**src/rtl/vga_fb_arbiter_if.sv**
```systemverilog
// vga_fb_arbiter_if: bundle of every framebuffer arbiter signal.
// Ports (by group): scan-out disp_req/disp_addr -> disp_data/disp_valid;
// writer wr_valid/wr_addr/wr_data -> wr_ready; clear clear_start/clear_color
// -> clear_busy/clear_done; stall_cnt status; RAM mem_en/mem_we/mem_addr/
// mem_wdata <- mem_rdata. The slave modport is the arbiter, master the rest.
interface vga_fb_arbiter_if #(
    parameter int DATA_W = 12,
    parameter int ADDR_W = 15
);
    logic              disp_req;
    logic [ADDR_W-1:0] disp_addr;
    logic [DATA_W-1:0] disp_data;
    logic              disp_valid;
    logic              wr_valid;
    logic [ADDR_W-1:0] wr_addr;
    logic [DATA_W-1:0] wr_data;
    logic              wr_ready;
    logic              clear_start;
    logic [DATA_W-1:0] clear_color;
    logic              clear_busy;
    logic              clear_done;
    logic [15:0]       stall_cnt;
    logic              mem_en;
    logic              mem_we;
    logic [ADDR_W-1:0] mem_addr;
    logic [DATA_W-1:0] mem_wdata;
    logic [DATA_W-1:0] mem_rdata;

    modport slave (
        input  disp_req, disp_addr, wr_valid, wr_addr, wr_data,
               clear_start, clear_color, mem_rdata,
        output disp_data, disp_valid, wr_ready, clear_busy, clear_done,
               stall_cnt, mem_en, mem_we, mem_addr, mem_wdata
    );

    modport master (
        output disp_req, disp_addr, wr_valid, wr_addr, wr_data,
               clear_start, clear_color, mem_rdata,
        input  disp_data, disp_valid, wr_ready, clear_busy, clear_done,
               stall_cnt, mem_en, mem_we, mem_addr, mem_wdata
    );
endinterface

```
**src/rtl/vga_fb_arbiter.sv**
```systemverilog
// vga_fb_arbiter: single-port framebuffer arbiter, display > clear > writer.
// Ports: CLK_I clock, reset async active-low, bus (slave modport) carrying
// the scan-out read port, pixel writer handshake, clear engine control,
// stall counter and the single-port RAM interface.
module vga_fb_arbiter #(
    parameter int DATA_W = 12,
    parameter int ADDR_W = 15,
    parameter int DEPTH  = 19200
) (
    input logic            CLK_I,
    input logic            reset,
    vga_fb_arbiter_if.slave bus
);
    typedef enum logic {IDLE, CLEAR} state_t;

    localparam logic [ADDR_W-1:0] LAST = ADDR_W'(DEPTH - 1);

    state_t            state_q, state_d;
    logic [ADDR_W-1:0] clr_addr_q, clr_addr_d;
    logic [DATA_W-1:0] color_q, color_d;
    logic              disp_valid_q, disp_valid_d;
    logic              clear_done_q, clear_done_d;
    logic [15:0]       stall_q, stall_d;
    logic              ready, clr_wr, wr_go, disp_go;

    always_comb begin
        // Grants are gated by reset so the RAM port stays quiet while held in reset.
        disp_go      = reset && bus.disp_req;
        ready        = reset && state_q == IDLE && !bus.clear_start && !bus.disp_req;
        clr_wr       = reset && state_q == CLEAR && !bus.disp_req;
        wr_go        = ready && bus.wr_valid;
        state_d      = state_q;
        clr_addr_d   = clr_addr_q;
        color_d      = color_q;
        clear_done_d = 1'b0;
        disp_valid_d = bus.disp_req;
        if (state_q == IDLE && bus.clear_start) begin
            state_d    = CLEAR;
            clr_addr_d = '0;
            color_d    = bus.clear_color;
        end
        if (clr_wr) begin
            if (clr_addr_q == LAST) begin
                state_d      = IDLE;
                clear_done_d = 1'b1;
            end else begin
                clr_addr_d = clr_addr_q + 1'b1;
            end
        end
        stall_d = stall_q + {15'd0, bus.wr_valid && !ready && stall_q != 16'hFFFF};
    end

    always_ff @(posedge CLK_I or negedge reset) begin
        if (!reset) begin
            state_q      <= IDLE;
            clr_addr_q   <= '0;
            color_q      <= '0;
            disp_valid_q <= 1'b0;
            clear_done_q <= 1'b0;
            stall_q      <= '0;
        end else begin
            state_q      <= state_d;
            clr_addr_q   <= clr_addr_d;
            color_q      <= color_d;
            disp_valid_q <= disp_valid_d;
            clear_done_q <= clear_done_d;
            stall_q      <= stall_d;
        end
    end

    assign bus.mem_en     = disp_go || clr_wr || wr_go;
    assign bus.mem_we     = clr_wr || wr_go;
    assign bus.mem_addr   = disp_go ? bus.disp_addr : clr_wr ? clr_addr_q : wr_go ? bus.wr_addr : '0;
    assign bus.mem_wdata  = clr_wr ? color_q : wr_go ? bus.wr_data : '0;
    assign bus.wr_ready   = ready;
    assign bus.disp_data  = bus.mem_rdata;
    assign bus.disp_valid = disp_valid_q;
    assign bus.clear_busy = state_q == CLEAR;
    assign bus.clear_done = clear_done_q;
    assign bus.stall_cnt  = stall_q;
endmodule
```
**src/flat_wrapper.sv**
```systemverilog
// flat-port wrapper written by rule: the top's interface ports become plain ports
module vga_fb_arbiter_flat 
#(
    parameter int DATA_W = 12,
    parameter int ADDR_W = 15,
    parameter int DEPTH  = 19200
)
  (CLK_I, reset, bus_disp_req, bus_disp_addr, bus_wr_valid, bus_wr_addr, bus_wr_data, bus_clear_start, bus_clear_color, bus_mem_rdata, bus_disp_data, bus_disp_valid, bus_wr_ready, bus_clear_busy, bus_clear_done, bus_stall_cnt, bus_mem_en, bus_mem_we, bus_mem_addr, bus_mem_wdata);
  vga_fb_arbiter_if #(.DATA_W(DATA_W), .ADDR_W(ADDR_W)) bus_i ();
  input logic CLK_I;
  input logic reset;
  input wire logic [$bits(bus_i.disp_req)-1:0] bus_disp_req;
  input wire logic [$bits(bus_i.disp_addr)-1:0] bus_disp_addr;
  input wire logic [$bits(bus_i.wr_valid)-1:0] bus_wr_valid;
  input wire logic [$bits(bus_i.wr_addr)-1:0] bus_wr_addr;
  input wire logic [$bits(bus_i.wr_data)-1:0] bus_wr_data;
  input wire logic [$bits(bus_i.clear_start)-1:0] bus_clear_start;
  input wire logic [$bits(bus_i.clear_color)-1:0] bus_clear_color;
  input wire logic [$bits(bus_i.mem_rdata)-1:0] bus_mem_rdata;
  output wire logic [$bits(bus_i.disp_data)-1:0] bus_disp_data;
  output wire logic [$bits(bus_i.disp_valid)-1:0] bus_disp_valid;
  output wire logic [$bits(bus_i.wr_ready)-1:0] bus_wr_ready;
  output wire logic [$bits(bus_i.clear_busy)-1:0] bus_clear_busy;
  output wire logic [$bits(bus_i.clear_done)-1:0] bus_clear_done;
  output wire logic [$bits(bus_i.stall_cnt)-1:0] bus_stall_cnt;
  output wire logic [$bits(bus_i.mem_en)-1:0] bus_mem_en;
  output wire logic [$bits(bus_i.mem_we)-1:0] bus_mem_we;
  output wire logic [$bits(bus_i.mem_addr)-1:0] bus_mem_addr;
  output wire logic [$bits(bus_i.mem_wdata)-1:0] bus_mem_wdata;
  assign bus_i.disp_req = bus_disp_req;
  assign bus_i.disp_addr = bus_disp_addr;
  assign bus_i.wr_valid = bus_wr_valid;
  assign bus_i.wr_addr = bus_wr_addr;
  assign bus_i.wr_data = bus_wr_data;
  assign bus_i.clear_start = bus_clear_start;
  assign bus_i.clear_color = bus_clear_color;
  assign bus_i.mem_rdata = bus_mem_rdata;
  assign bus_disp_data = bus_i.disp_data;
  assign bus_disp_valid = bus_i.disp_valid;
  assign bus_wr_ready = bus_i.wr_ready;
  assign bus_clear_busy = bus_i.clear_busy;
  assign bus_clear_done = bus_i.clear_done;
  assign bus_stall_cnt = bus_i.stall_cnt;
  assign bus_mem_en = bus_i.mem_en;
  assign bus_mem_we = bus_i.mem_we;
  assign bus_mem_addr = bus_i.mem_addr;
  assign bus_mem_wdata = bus_i.mem_wdata;
  vga_fb_arbiter #(.DATA_W(DATA_W), .ADDR_W(ADDR_W), .DEPTH(DEPTH)) u_core (.CLK_I(CLK_I), .reset(reset), .bus(bus_i));
endmodule
```
**config.mk**
```make
export PLATFORM = sky130hd
export DESIGN_NAME = vga_fb_arbiter_flat
export DESIGN_NICKNAME = d
export VERILOG_FILES = /design/src/rtl/vga_fb_arbiter_if.sv /design/src/rtl/vga_fb_arbiter.sv /design/src/flat_wrapper.sv
export SDC_FILE = /design/constraint.sdc
export NUM_CORES = 1
export LEC_CHECK = 0
export ABC_AREA = 1
export BUFFER_PORTS_ARGS = -buffer_cell sky130_fd_sc_hd__buf_2
export CAP_MARGIN = 0
export CORE_AREA = 2 2 55 109
export CTS_BUF_LIST = sky130_fd_sc_hd__clkbuf_8
export CTS_CLUSTER_DIAMETER = 50
export DETAILED_ROUTE_END_ITERATION = 8
export DIE_AREA = 0 0 57 111
export PLACE_DENSITY = 0.86
export SLEW_MARGIN = 30
export SYNTH_ARGS = -nofsm -noshare
export SYNTH_HDL_FRONTEND = slang
export SYNTH_SLANG_ARGS = --single-unit
```
**constraint.sdc**
```tcl
create_clock -name CLK_I -period 3.7 [get_ports CLK_I]
set_input_delay 0.74 -clock CLK_I [delete_from_list [all_inputs] [get_ports CLK_I]]
set_output_delay 0.74 -clock CLK_I [all_outputs]
set_load 0.02 [all_outputs]
```
; Word-level counts from Yosys, hierarchy flattened
; Index checks and enable logic that the tools add are counted.
[totals]
reg_bits = 46
in_bits = 71
output_inout_bits = 61
[classes]
addsub = 2
n_eq_ne = 2
n_mux = 13
bitwise_logic = 1
n_reduce_logical = 16
[ops]
columns = op, n
row1 = 15-bit two-way mux, 6
row2 = 12-bit two-way mux, 2
row3 = 16-bit by 1-bit adder with 16-bit output, 1
row4 = "16-bit != test, second input constant", 1
row5 = "15-bit by 1-bit adder with 15-bit output, second input constant", 1
row6 = "15-bit equality test, second input constant", 1
row7 = 1-bit logical AND, 10
row8 = 1-bit two-way mux, 5
row9 = 1-bit logical NOT, 3
row10 = 1-bit logical OR, 3
row11 = 1-bit NOT, 1

; Logic depth before layout (Yosys ltp)
; Gate-level depths: netlist of the first run.
[depth]
depth_word = 8
depth_mapped = 13

; Least setup slack after synthesis of the first run
; Ideal clock, no wire load.
[synth_timing]
kind = input to output
from = input port bus_clear_start
to = output port bus_mem_addr[0]
t_arrival_ns = 1.711
setup_slack_ns = 1.249
path_stages = 8
n_path_buf = 1
cell_sequence = nor2_1 nand2_1 inv_2 nand2_1 inv_2 buf_2 nand2_1 o211ai_1
[synth_via]
elab_chain_len = 7
[synth_lines]
columns = item, line_no
row1 = "start, declared", flat_wrapper.sv:17  ; input wire logic [$bits(bus_i.clear_start)-1:0] bus_clear_start;
row2 = 1-bit logical NOT, vga_fb_arbiter.sv:29  ; ready = reset && state_q == IDLE && !bus.clear_start && !bus.disp_req;
row3 = 1-bit logical AND (2 in series), vga_fb_arbiter.sv:29
row4 = named net bus_wr_ready, flat_wrapper.sv:22  ; output wire logic [$bits(bus_i.wr_ready)-1:0] bus_wr_ready;
row5 = 1-bit logical AND, vga_fb_arbiter.sv:31  ; wr_go = ready && bus.wr_valid;
row6 = 15-bit two-way mux (3 in series), vga_fb_arbiter.sv:73  ; assign bus.mem_addr = disp_go ? bus.disp_addr : clr_wr ? clr_addr_q : wr_go ? bus.wr_addr : '0;
row7 = "end, declared", flat_wrapper.sv:28  ; output wire logic [$bits(bus_i.mem_addr)-1:0] bus_mem_addr;
; The timed path passes the listed nets, and every way through them passes these cells.

; Worst setup path in the final report of the first run
[layout_timing]
from = input port bus_clear_start
to = output port bus_mem_addr[7]
[layout_via]
elab_chain_len = 7
[layout_lines]
columns = item, line_no
row1 = 1-bit logical NOT, vga_fb_arbiter.sv:29
row2 = 1-bit logical AND (2 in series), vga_fb_arbiter.sv:29
row3 = 1-bit logical AND, vga_fb_arbiter.sv:31
row4 = 15-bit two-way mux (3 in series), vga_fb_arbiter.sv:73
; Every way passes these cells.

==> results of run 1 <==
final cells by class:
type | instances | area, µm² | area share [%]
multi-input combinational | 270 | 1360 | 39.8
sequential | 46 | 1150 | 33.8
timing repair buffer | 111 | 566 | 16.6
inverter | 38 | 143 | 4.19
tap | 61 | 76.3 | 2.24
clock buffer | 5 | 68.8 | 2.02
clock inverter | 3 | 45.0 | 1.32
placed cells by master (no fill, tap or decap), types with 6 or more instances in the layout:
cell type	count
nor2_1	39
o21ai_0	6
inv_1	35
nand3b_1	6
a22o_1	12
buf_2	107
nand3_1	37
dfrtp_1	46
xor2_1	10
o211ai_1	7
nand2_1	121
worst max path at each step:
stage	cells after the start	slack, ps	endpoint
4_1_cts	9	950	bus_mem_addr[7]
6_report	9	960	bus_mem_addr[7]
3_3_place_gp	9	1040	bus_mem_addr[13]
2_1_floorplan	8	1250	bus_mem_addr[0]
5_1_grt	10	770	bus_mem_addr[10]
3_5_place_dp	9	940	bus_mem_addr[7]
stage by stage:
step / cells / power (mW)
3_3_place_gp: 526 / 1.00
6_report: 534 / 1.39
4_1_cts: 534 / 1.39
3_5_place_dp: 526 / 1.01
2_1_floorplan: 378 / 0.885
5_1_grt: 534 / 1.46
state kept, by name, indices dropped and copies added (netlist names):
| name | flops |
|---|---|
| u_core.clr_addr_q | 15 |
| u_core.bus.clear_busy | 1 |
| u_core.color_q | 12 |
| u_core.bus.clear_done | 1 |
| u_core.bus.disp_valid | 1 |
| u_core.bus.stall_cnt | 16 |
routing by layer:
layer  track usage (%)  vias to the layer above  routed length, µm
li1                  -                     1384                  -
met1              29.9                     1234               2860
met2              36.3                      107               3340
met3              4.08                        8                502
met4              5.58                        0                 82
met5                 0                        -                  0
cells by family after synthesis:
kind of cell	count (synthesis)
DFF	46
AOI/OAI and AO/OA	33
xor gates and xnor gates	15
buffers and inverters	62
adders and majority gates	4
and+or+nand+nor	218
critical path, cell delays in order:
cell and delay [ps]:
buf_2 100, nor2_1 130, nand2_1 100, inv_2 60, nand2_1 80, inv_2 360, nand2_1 120, o211ai_1 110
buf_2 190
power breakdown:
group          total [mW]  internal [mW]  switching (mW)
logic               0.342          0.133           0.209
registers           0.659          0.580          0.0797
clock network       0.385          0.201           0.184
==> metrics.md, run 1 <==
| Metric | Value |
|---|---|
| First-pass GRT wire length | `11.3 mm` |
| DP HPWL | `5.05 mm` |
| Main flop type after synthesis | `dfrtp_1` |
| Post-synth EDFFs | `0` |
| Final Max Tran Viols | `0` |
| Die Y | `111 µm` |
| Num rows | `39` |
| Core footprint | `0.00556 mm²` |
| Clk_skew | `8.84 ps` |
| Clock latency on the worst-skew pair | `300 ps` |
| Port buffer count | `107` |
| Register area share after synthesis | `41.1%` |
| CTS tree | `yes` |
| Initial antenna violation count | `0` |
| Req. time, crit path | `2960 ps` |
| Initial Util | `50.4%` |
| Post-route setup slack | `963 ps` |
| Clock transition at path regs | `90 ps` |
| Post-route cell area | `0.00341 mm²` |
| H-tree depth | `2` |
| Async SR Flop Fraction | `100%` |
| Reg2reg start | `u_core.bus.stall_cnt[3]` |
| Hold slack | `484 ps` |
| Leakage Power | `1.89 nW` |
| Area leader, netlist | `dfrtp_1` |
| Cells after Synth | `378` |
| Resized Gates After CTS | `0` |
| Power density cells | `407 mW/mm²` |
| End of the worst register-to-register path | `u_core.bus.stall_cnt[13]` |
| Worst hold path cell count | `2` |
| Complex-gate fraction of the synthesized area | `8.40%` |
| Full die area | `0.00633 mm²` |
| Synth top area cells | `dfrtp_1 (41%), nand2_1 (16%), nand3_1 (6.6%)` |
| CTS sink cnt | `46` |
| Synth Area in Simple Gates | `33.6%` |
| Share of the synthesized area in the top cell type | `41.1%` |
| Nets | `547` |
| Worst Hold Launch | `u_core.color_q[7]` |
| Final Cycle Share | `74.0%` |
| CTS max path bufs | `2` |
| Post-Synth XOR/XNOR Area | `4.69%` |
| CTS Buf Count | `5` |
| Hold EP | `u_core.color_q[7]` |
| WL/cell | `12.7 µm` |
| Number of DRC markers in iteration 0 | `66` |
| Syn_nets | `453` |
| Synthesized area | `0.00280 mm²` |
| Vias in the first global route | `2497` |
| Fin. Hold Viols | `0` |
| Total wire length | `6.79 mm` |
| Worst Setup SP | `bus_clear_start` |
| Gp weighted congestion | `0.860` |
| Clk Tree Root Cell | `clkbuf_8` |
| Die W | `57 µm` |
| R2r setup slk | `1600 ps` |
| # IOs | `132` |
| Post-synth top cells | `nand2_1 (121), dfrtp_1 (46), nor2_1 (39)` |
| Multiplexer share of the synthesized area | `0%` |
| Max Clock Freq | `365 MHz` |
| YS warnings | `0` |
| Synth cell types | `29` |
| WS Path Type | `input pin to primary output` |
| GRT Total Usage | `22.1%` |
| CP arrival | `2000 ps` |
| CP max FO | `27` |
| Top-count cell post-synth | `nand2_1` |
| Largest family of logic cells by synthesized area | `simple AND/OR/NAND/NOR gates` |
| Final Util | `61.2%` |
| Status | `finished, final reports clean` |
| Worst Reg2Reg Path Length in Cells | `13` |
| Grt ovf | `0` |
| Worst vdd ir | `0.457 mV` |
| Unrepaired setup endpoints after global routing | `no` |
| Normalized max-slew margin | `49.8%` |
| DR vias | `2733` |
| DR vias/cell | `5.12` |
| Worst Setup End Kind | `primary output` |
| Place WS | `944 ps` |
| Adder-cell share of the synthesized area | `1.79%` |
| Min-delay worst type | `flop to flop` |
| Largest net degree at the start of global routing | `47` |
| # setup viols final | `0` |
| Fill cell count | `555` |
| Post-CTS setup repair buffer count | `0` |
| CP Launch Type | `input pin` |
| Flops & latches, synth | `46` |
| Post-Place Cell Area | `0.00329 mm²` |
| Worst-margin pin slew | `752 ps` |
| Antenna cells | `0` |
| Final setup TNS | `0 ps` |
| Maxcap violations | `0` |
| Syn_area_per_cell | `7.41 µm²` |
| Fraction of layout cells with a size suffix above 1 | `27.3%` |
| Routed Antenna Nets | `0` |
| Crit path time final | `2740 ps` |
| Drt pass-1 iters | `4` |
| P&R area growth vs syn | `21.6%` |
| Hold buffers post-CTS | `0` |
| DRC viols | `0` |
Power figures use the tool's default switching activity.
==> run 2, diff against run 1 <==
- CORE_AREA: 2 2 55 109 -> 2 2 60 118
- DIE_AREA: 0 0 57 111 -> 0 0 62 120
- PLACE_DENSITY: 0.86 -> 0.77
- clock period: 3.7 -> 2.2 ns (I/O delays scaled with it)
==> metrics.md, run 2 (same netlist as run 1, synthesis figures left out) <==
| Metric | Value |
|---|---|
| Worst Reg2Reg Path Length in Cells | `11 (-2)` |
| Leakage Power | `1.98 nW (+4.7%)` |
| Core footprint | `0.00657 mm² (+18%)` |
| Status | `finished, final reports clean` |
| Nets | `560 (+2.4%)` |
| Power Total | `2.25 mW (+62%)` |
| Initial Util | `42.6% (-7.7 points)` |
| Worst-margin pin slew | `476 ps (-276 ps)` |
| Final Max Tran Viols | `0 (unchanged)` |
| Vias in the first global route | `2756 (+10%)` |
| Initial antenna violation count | `2 (+2)` |
| WS Path Type | `flop to primary output` |
| Req. time, crit path | `1760 ps (-1200 ps)` |
| Total wire length | `7.92 mm (+17%)` |
| Clk_skew | `10.4 ps (+1.55 ps)` |
| Fraction of layout cells with a size suffix above 1 | `29.8% (+2.6 points)` |
| First-pass GRT wire length | `12.1 mm (+7.1%)` |
| Slowest cell on the critical path | `dfrtp_1` |
| WL/cell | `13.8 µm (+8.3%)` |
| Min-delay worst type | `input pin to asynchronous set/reset pin` |
| Routed Antenna Nets | `0 (unchanged)` |
| Max reg flops | `16 (unchanged)` |
| Max Clock Freq | `470 MHz` |
| DP HPWL | `6.02 mm (+19%)` |
| Crit-path max cell delay | `430 ps (+70 ps)` |
| Worst vdd ir | `0.532 mV (+16%)` |
| CTS max path bufs | `2 (unchanged)` |
| Storage element area | `0.00115 mm² (unchanged)` |
| Largest net degree at the start of global routing | `26 (-45%)` |
| # IOs | `132 (unchanged)` |
| Most used cells in the layout excluding fill and tap cells | `nand2_1 (120), buf_2 (102), dfrtp_1 (46), nor2_1 (37)` |
| GRT Total Usage | `21.5% (-0.64 points)` |
| Fill cell count | `647 (+17%)` |
| Final setup TNS | `0 ps (unchanged)` |
| Dpl cells | `562 (+6.8%)` |
| Power density cells | `622 mW/mm² (+53%)` |
| DR vias | `2924 (+7.0%)` |
| Full die area | `0.00744 mm² (+18%)` |
| # setup viols final | `0 (unchanged)` |
| Cell mode on critical path | `nand2_1` |
| CP Launch Type | `flop` |
| Worst Setup End Kind | `primary output` |
| CTS tree | `yes` |
| Fin. Hold Viols | `0 (unchanged)` |
| Reg2reg start | `u_core.bus.stall_cnt[2]` |
| Die Y | `120 µm (+8.1%)` |
| H-tree depth | `2 (unchanged)` |
| CTS Buf Count | `5 (unchanged)` |
| Die W | `62 µm (+8.8%)` |
| Grt ovf | `0 (unchanged)` |
| Num rows | `42 (+7.7%)` |
| Commonest non-fill, non-tap cell in the layout | `nand2_1` |
| Normalized max-slew margin | `68.2% (+18 points)` |
| Crit path time final | `2130 ps` |
| Hold slack | `129 ps (-356 ps)` |
| Maxcap violations | `0 (unchanged)` |
| Finished Layout Cells | `575 (+7.7%)` |
| End of the worst register-to-register path | `u_core.bus.stall_cnt[12]` |
| R2r setup slk | `190 ps (-1410 ps)` |
| Number of DRC markers in iteration 0 | `84 (+27%)` |
| CP arrival | `1690 ps (-310 ps)` |
| Port buffer count | `107 (unchanged)` |
| Clock transition at path regs | `90 ps (about the same)` |
| Crit path buffers/inverters | `4 (unchanged)` |
| DRC viols | `0 (unchanged)` |
| Drt pass-1 iters | `5 (+1)` |
| P&R area growth vs syn | `29.1%` |
| CP max FO | `5 (-81%)` |
| Critical path, cell by cell | `nor2_2 -> nand2_1 -> inv_2 -> nand2_4 -> clkinv_4 -> buf_12 -> nand2_1 -> o211ai_1 -> buf_4` |
| Clock latency on the worst-skew pair | `300 ps (about the same)` |
| Crit-path leading delay family | `buffers and inverters` |
| DR vias/cell | `5.09 (-0.64%)` |
| Hold buffers post-CTS | `0 (unchanged)` |
| Gp weighted congestion | `0.842 (-2.1%)` |
| CTS sink cnt | `46 (unchanged)` |
| Footprint of the multi-input gates | `0.00138 mm² (+1.7%)` |
| Clk Tree Root Cell | `clkbuf_8` |
| Final Cycle Share | `96.7%` |
[run 2: cell count changes in the layout (fill, tap and decap cells not counted), moves of 2 or more]
cell / delta
buf_4: +13
clkbuf_16: +2
nor2_1: -2
clkinvlp_4: -2
buf_2: -5
[run 2: how the worst max path moves through the flow]
stage          slack (ps)                  endpoint  cells after the start                    start
2_1_floorplan         240  u_core.bus.stall_cnt[13]                     13  u_core.bus.stall_cnt[2]
3_3_place_gp          100  u_core.bus.stall_cnt[13]                     14                    reset
3_5_place_dp           70  u_core.bus.stall_cnt[13]                     14                    reset
4_1_cts                -2          bus_mem_addr[12]                      9    u_core.bus.clear_busy
5_1_grt               -20          bus_mem_addr[13]                      9    u_core.bus.clear_busy
6_report               70           bus_mem_addr[7]                      9    u_core.bus.clear_busy
[run 2: repair_timing]
action                                  4_1_cts  5_1_grt
pin swaps                                     0        2
gates resized for setup                       1       16
endpoints found under the hold margin         0        0
endpoints found under the setup margin        2       28
cloned                                        0        2
buffers inserted                              0        2
[run 2: worst reg2reg max path, cell delays in order (launching register included)]
cell	delay, ps
dfrtp_1	430
nand2_1	90
inv_1	70
nand3_1	70
nor2_1	40
a21oi_1	140
ha_1	230
ha_1	200
nand2_1	80
or2_2	320
nor2_1	120
xor2_1	150
[run 2: metal layers]
metal	share of wire, %	track usage (%)
met5	0.16	0
met4	3.7	11.7
met3	5.9	4.42
met2	55	36.3
met1	35	23.6
[run 2: area by class of cell]
class                   instances  share of cell area (%)
multi-input cells             270                    38.2
flip-flops and latches         46                    31.8
repair buffers                124                    20.3
inverters                      38                    4.08
well taps                      88                    3.04
clock buffers                   6                    2.28
clock inverters                 2                   0.242
diodes                          1                  0.0692
[run 2: metrics by stage]
step | util [%] | area [µm²] | setup slack [ps]
6_report | 55.1 | 3620 | 72.8
5_1_grt | 55.1 | 3620 | -24.0
4_1_cts | 53.3 | 3500 | -1.60
3_5_place_dp | 51.9 | 3410 | 65.2
3_3_place_gp | 51.9 | 3410 | 100
2_1_floorplan | - | 2800 | 243
[run 2: report_power, final]
group	switching [mW]	internal (mW)	leakage [nW]
clock network	0.282	0.249	0.0524
logic	0.367	0.244	1.34
registers	0.134	0.975	0.586
total	0.783	1.47	1.98
==> run 3, diff against run 2 <==
- CORE_AREA: 2 2 60 118 -> 2 2 61 121
- CTS_BUF_LIST: sky130_fd_sc_hd__clkbuf_8 -> sky130_fd_sc_hd__clkbuf_16
- DIE_AREA: 0 0 62 120 -> 0 0 63 123
- PLACE_DENSITY: 0.77 -> 0.75
- SKIP_LAST_GASP: not set -> 1
==> metrics.md, run 3 (same netlist as run 1, synthesis figures left out) <==
| Metric | Value |
|---|---|
| Worst Setup End Kind | `primary output` |
| DR vias/cell | `4.97 (-2.3%)` |
| Antenna cells | `0 (-1)` |
| Max reg flops | `16 (unchanged)` |
| Total wire length | `7.27 mm (-8.2%)` |
| CTS max path bufs | `2 (unchanged)` |
| Power share of the combinational group | `24.7% (-2.4 points)` |
| Worst-margin pin slew | `506 ps (+30.6 ps)` |
| Clk_skew | `4.06 ps (-6.33 ps)` |
| Clock transition at path regs | `60 ps (-30 ps)` |
| Min-delay worst type | `input pin to asynchronous set/reset pin` |
| DP HPWL | `5.14 mm (-15%)` |
| CP max FO | `7 (+2)` |
| Slowest cell on the critical path | `dfrtp_1` |
| Post-route cell area | `0.00366 mm² (+1.1%)` |
| Fraction of layout cells with a size suffix above 1 | `29.5% (-0.29 points)` |
| CTS tree | `yes` |
| Maxcap violations | `0 (unchanged)` |
| H-tree depth | `2 (unchanged)` |
| Routed Antenna Nets | `0 (unchanged)` |
| CTS sink cnt | `46 (unchanged)` |
| Number of DRC markers in iteration 0 | `92 (+9.5%)` |
| Power Total | `2.41 mW (+7.1%)` |
| Clock share of power | `29.2% (+5.6 points)` |
| Normalized max-slew margin | `66.2% (-2.0 points)` |
| # setup viols final | `0 (unchanged)` |
| WS Path Type | `flop to primary output` |
| GRT Total Usage | `18.8% (-2.7 points)` |
| Cell internal pwr | `1.62 mW (+11%)` |
| Cell mode on critical path | `nand2_1` |
| Nets | `560 (unchanged)` |
| Crit-path max cell delay | `420 ps (about the same)` |
| Seq pwr share | `46.1% (-3.2 points)` |
| Initial Util | `41.0% (-1.6 points)` |
| Power density cells | `659 mW/mm² (+5.9%)` |
| DRC viols | `0 (unchanged)` |
| CP Launch Type | `flop` |
| R2r setup slk | `180 ps (about the same)` |
| CP arrival | `1670 ps (-20 ps)` |
| Worst Setup SP | `u_core.bus.clear_busy` |
| CTS Buf Count | `5 (unchanged)` |
| Fill cell count | `678 (+4.8%)` |
| DR vias | `2851 (-2.5%)` |
| Final Max Tran Viols | `0 (unchanged)` |
| Req. time, crit path | `1760 ps (about the same)` |
| End of the worst register-to-register path | `u_core.bus.stall_cnt[12]` |
| Reg2reg start | `u_core.bus.stall_cnt[11]` |
| Final setup TNS | `0 ps (unchanged)` |
| Most used cells in the layout excluding fill and tap cells | `nand2_1 (120), buf_2 (98), dfrtp_1 (46), nor2_1 (37), nand3_1 (37)` |
| WL/cell | `12.7 µm (-8.0%)` |
| Largest net degree at the start of global routing | `31 (+19%)` |
| Clk Tree Root Cell | `clkbuf_16` |
| Port buffer count | `107 (unchanged)` |
| Post-Place Cell Area | `0.00342 mm² (+0.44%)` |
| Full die area | `0.00775 mm² (+4.2%)` |
| Core footprint | `0.00683 mm² (+4.0%)` |
| Final Cycle Share | `95.9% (-0.81 points)` |
| First-pass GRT wire length | `11.7 mm (-3.0%)` |
| Worst Reg2Reg Path Length in Cells | `11 (unchanged)` |
| Worst vdd ir | `0.507 mV (-4.7%)` |
| Sw frac | `32.7% (-2.1 points)` |
| Initial antenna violation count | `0 (-2)` |
| Footprint of the multi-input gates | `0.00137 mm² (-0.91%)` |
| Critical path, cell by cell | `nor2_2 -> nand2_1 -> inv_2 -> nand2_2 -> clkinv_4 -> clkbuf_16 -> nand2_1 -> o211ai_1 -> buf_4` |
| Gp weighted congestion | `0.837 (-0.61%)` |
| Status | `finished, final reports clean` |
| Num rows | `43 (+2.4%)` |
| Die W | `63 µm (+1.6%)` |
| Drt pass-1 iters | `4 (-1)` |
| Fin. Hold Viols | `0 (unchanged)` |
| Storage element area | `0.00115 mm² (unchanged)` |
| Clock latency on the worst-skew pair | `290 ps (about the same)` |
| Max Clock Freq | `474 MHz (+0.85%)` |
| Setup crit end | `bus_mem_addr[3]` |
| Die Y | `123 µm (+2.5%)` |
| Vias in the first global route | `2663 (-3.4%)` |
| Switching Power | `789 µW (+0.73%)` |
| Crit path time final | `2110 ps (-17.9 ps)` |
| P&R area growth vs syn | `30.5%` |
| Leakage Power | `1.98 nW (+0.23%)` |
| Commonest non-fill, non-tap cell in the layout | `nand2_1` |
| # IOs | `132 (unchanged)` |
| Grt ovf | `0 (unchanged)` |
==> run 3: what timing repair did <==
action	CTS	global route
endpoints found under the setup margin	0	31
buffers inserted	0	1
resized for setup	0	15
hold buffers	0	0
==> run 3: layout make-up <==
type                    count  share of cell area [%]
repair buffers            124                    20.5
clock inverters             1                   0.103
well taps                  90                    3.08
clock buffers               5                    3.42
inverters                  38                    4.04
multi-input cells         270                    37.4
flip-flops and latches     46                    31.5
==> run 3: how the worst min path moves through the flow <==
stage               cells after the start  start                        to  slack, ps
floorplan                               0  reset     u_core.bus.clear_busy        140
finish                                  2  reset   u_core.bus.stall_cnt[7]        120
detailed placement                      2  reset   u_core.bus.stall_cnt[7]        430
global route                            2  reset  u_core.bus.stall_cnt[14]        140
global placement                        2  reset   u_core.bus.stall_cnt[7]        420
CTS                                     2  reset   u_core.bus.stall_cnt[7]        120
==> run 3: metrics by stage <==
| stage | hold WS [ps] | instances | setup WS (ps) | util, % |
|---|---|---|---|---|
| floorplan | 144 | 378 | 243 | - |
| global placement | 420 | 564 | 157 | 50.1 |
| detailed placement | 431 | 564 | 75.3 | 50.1 |
| CTS | 124 | 570 | 57.1 | 52.0 |
| global route | 136 | 574 | -3.15 | 53.5 |
| finish | 118 | 574 | 90.7 | 53.5 |
==> run 3: critical path, delay by kind of cell, from the launching register on <==
kind                   cells  cell delay, ps
buffers and inverters      4             490
flip-flops                 1             420
AO/OA/AOI/OAI              1              90
AND/OR/NAND/NOR            4             370
==> run 3: power by group through the flow <==
stage          Combinational, mW  Clock [mW]  Sequential [mW]
2_1_floorplan              0.317           0             1.17
3_3_place_gp               0.585           0             1.12
3_5_place_dp               0.589           0             1.13
4_1_cts                    0.590       0.721             1.11
5_1_grt                    0.668       0.754             1.13
6_report                   0.595       0.704             1.11
==> run 3: metal layers <==
metal  global-route usage, %  routed length (µm)  vias up
met5                       0                   0        -
met4                    7.22                 140        0
met3                    3.46                 522       13
met2                    31.6                3430      134
met1                    23.8                3180     1292
li1                        -                   -     1412
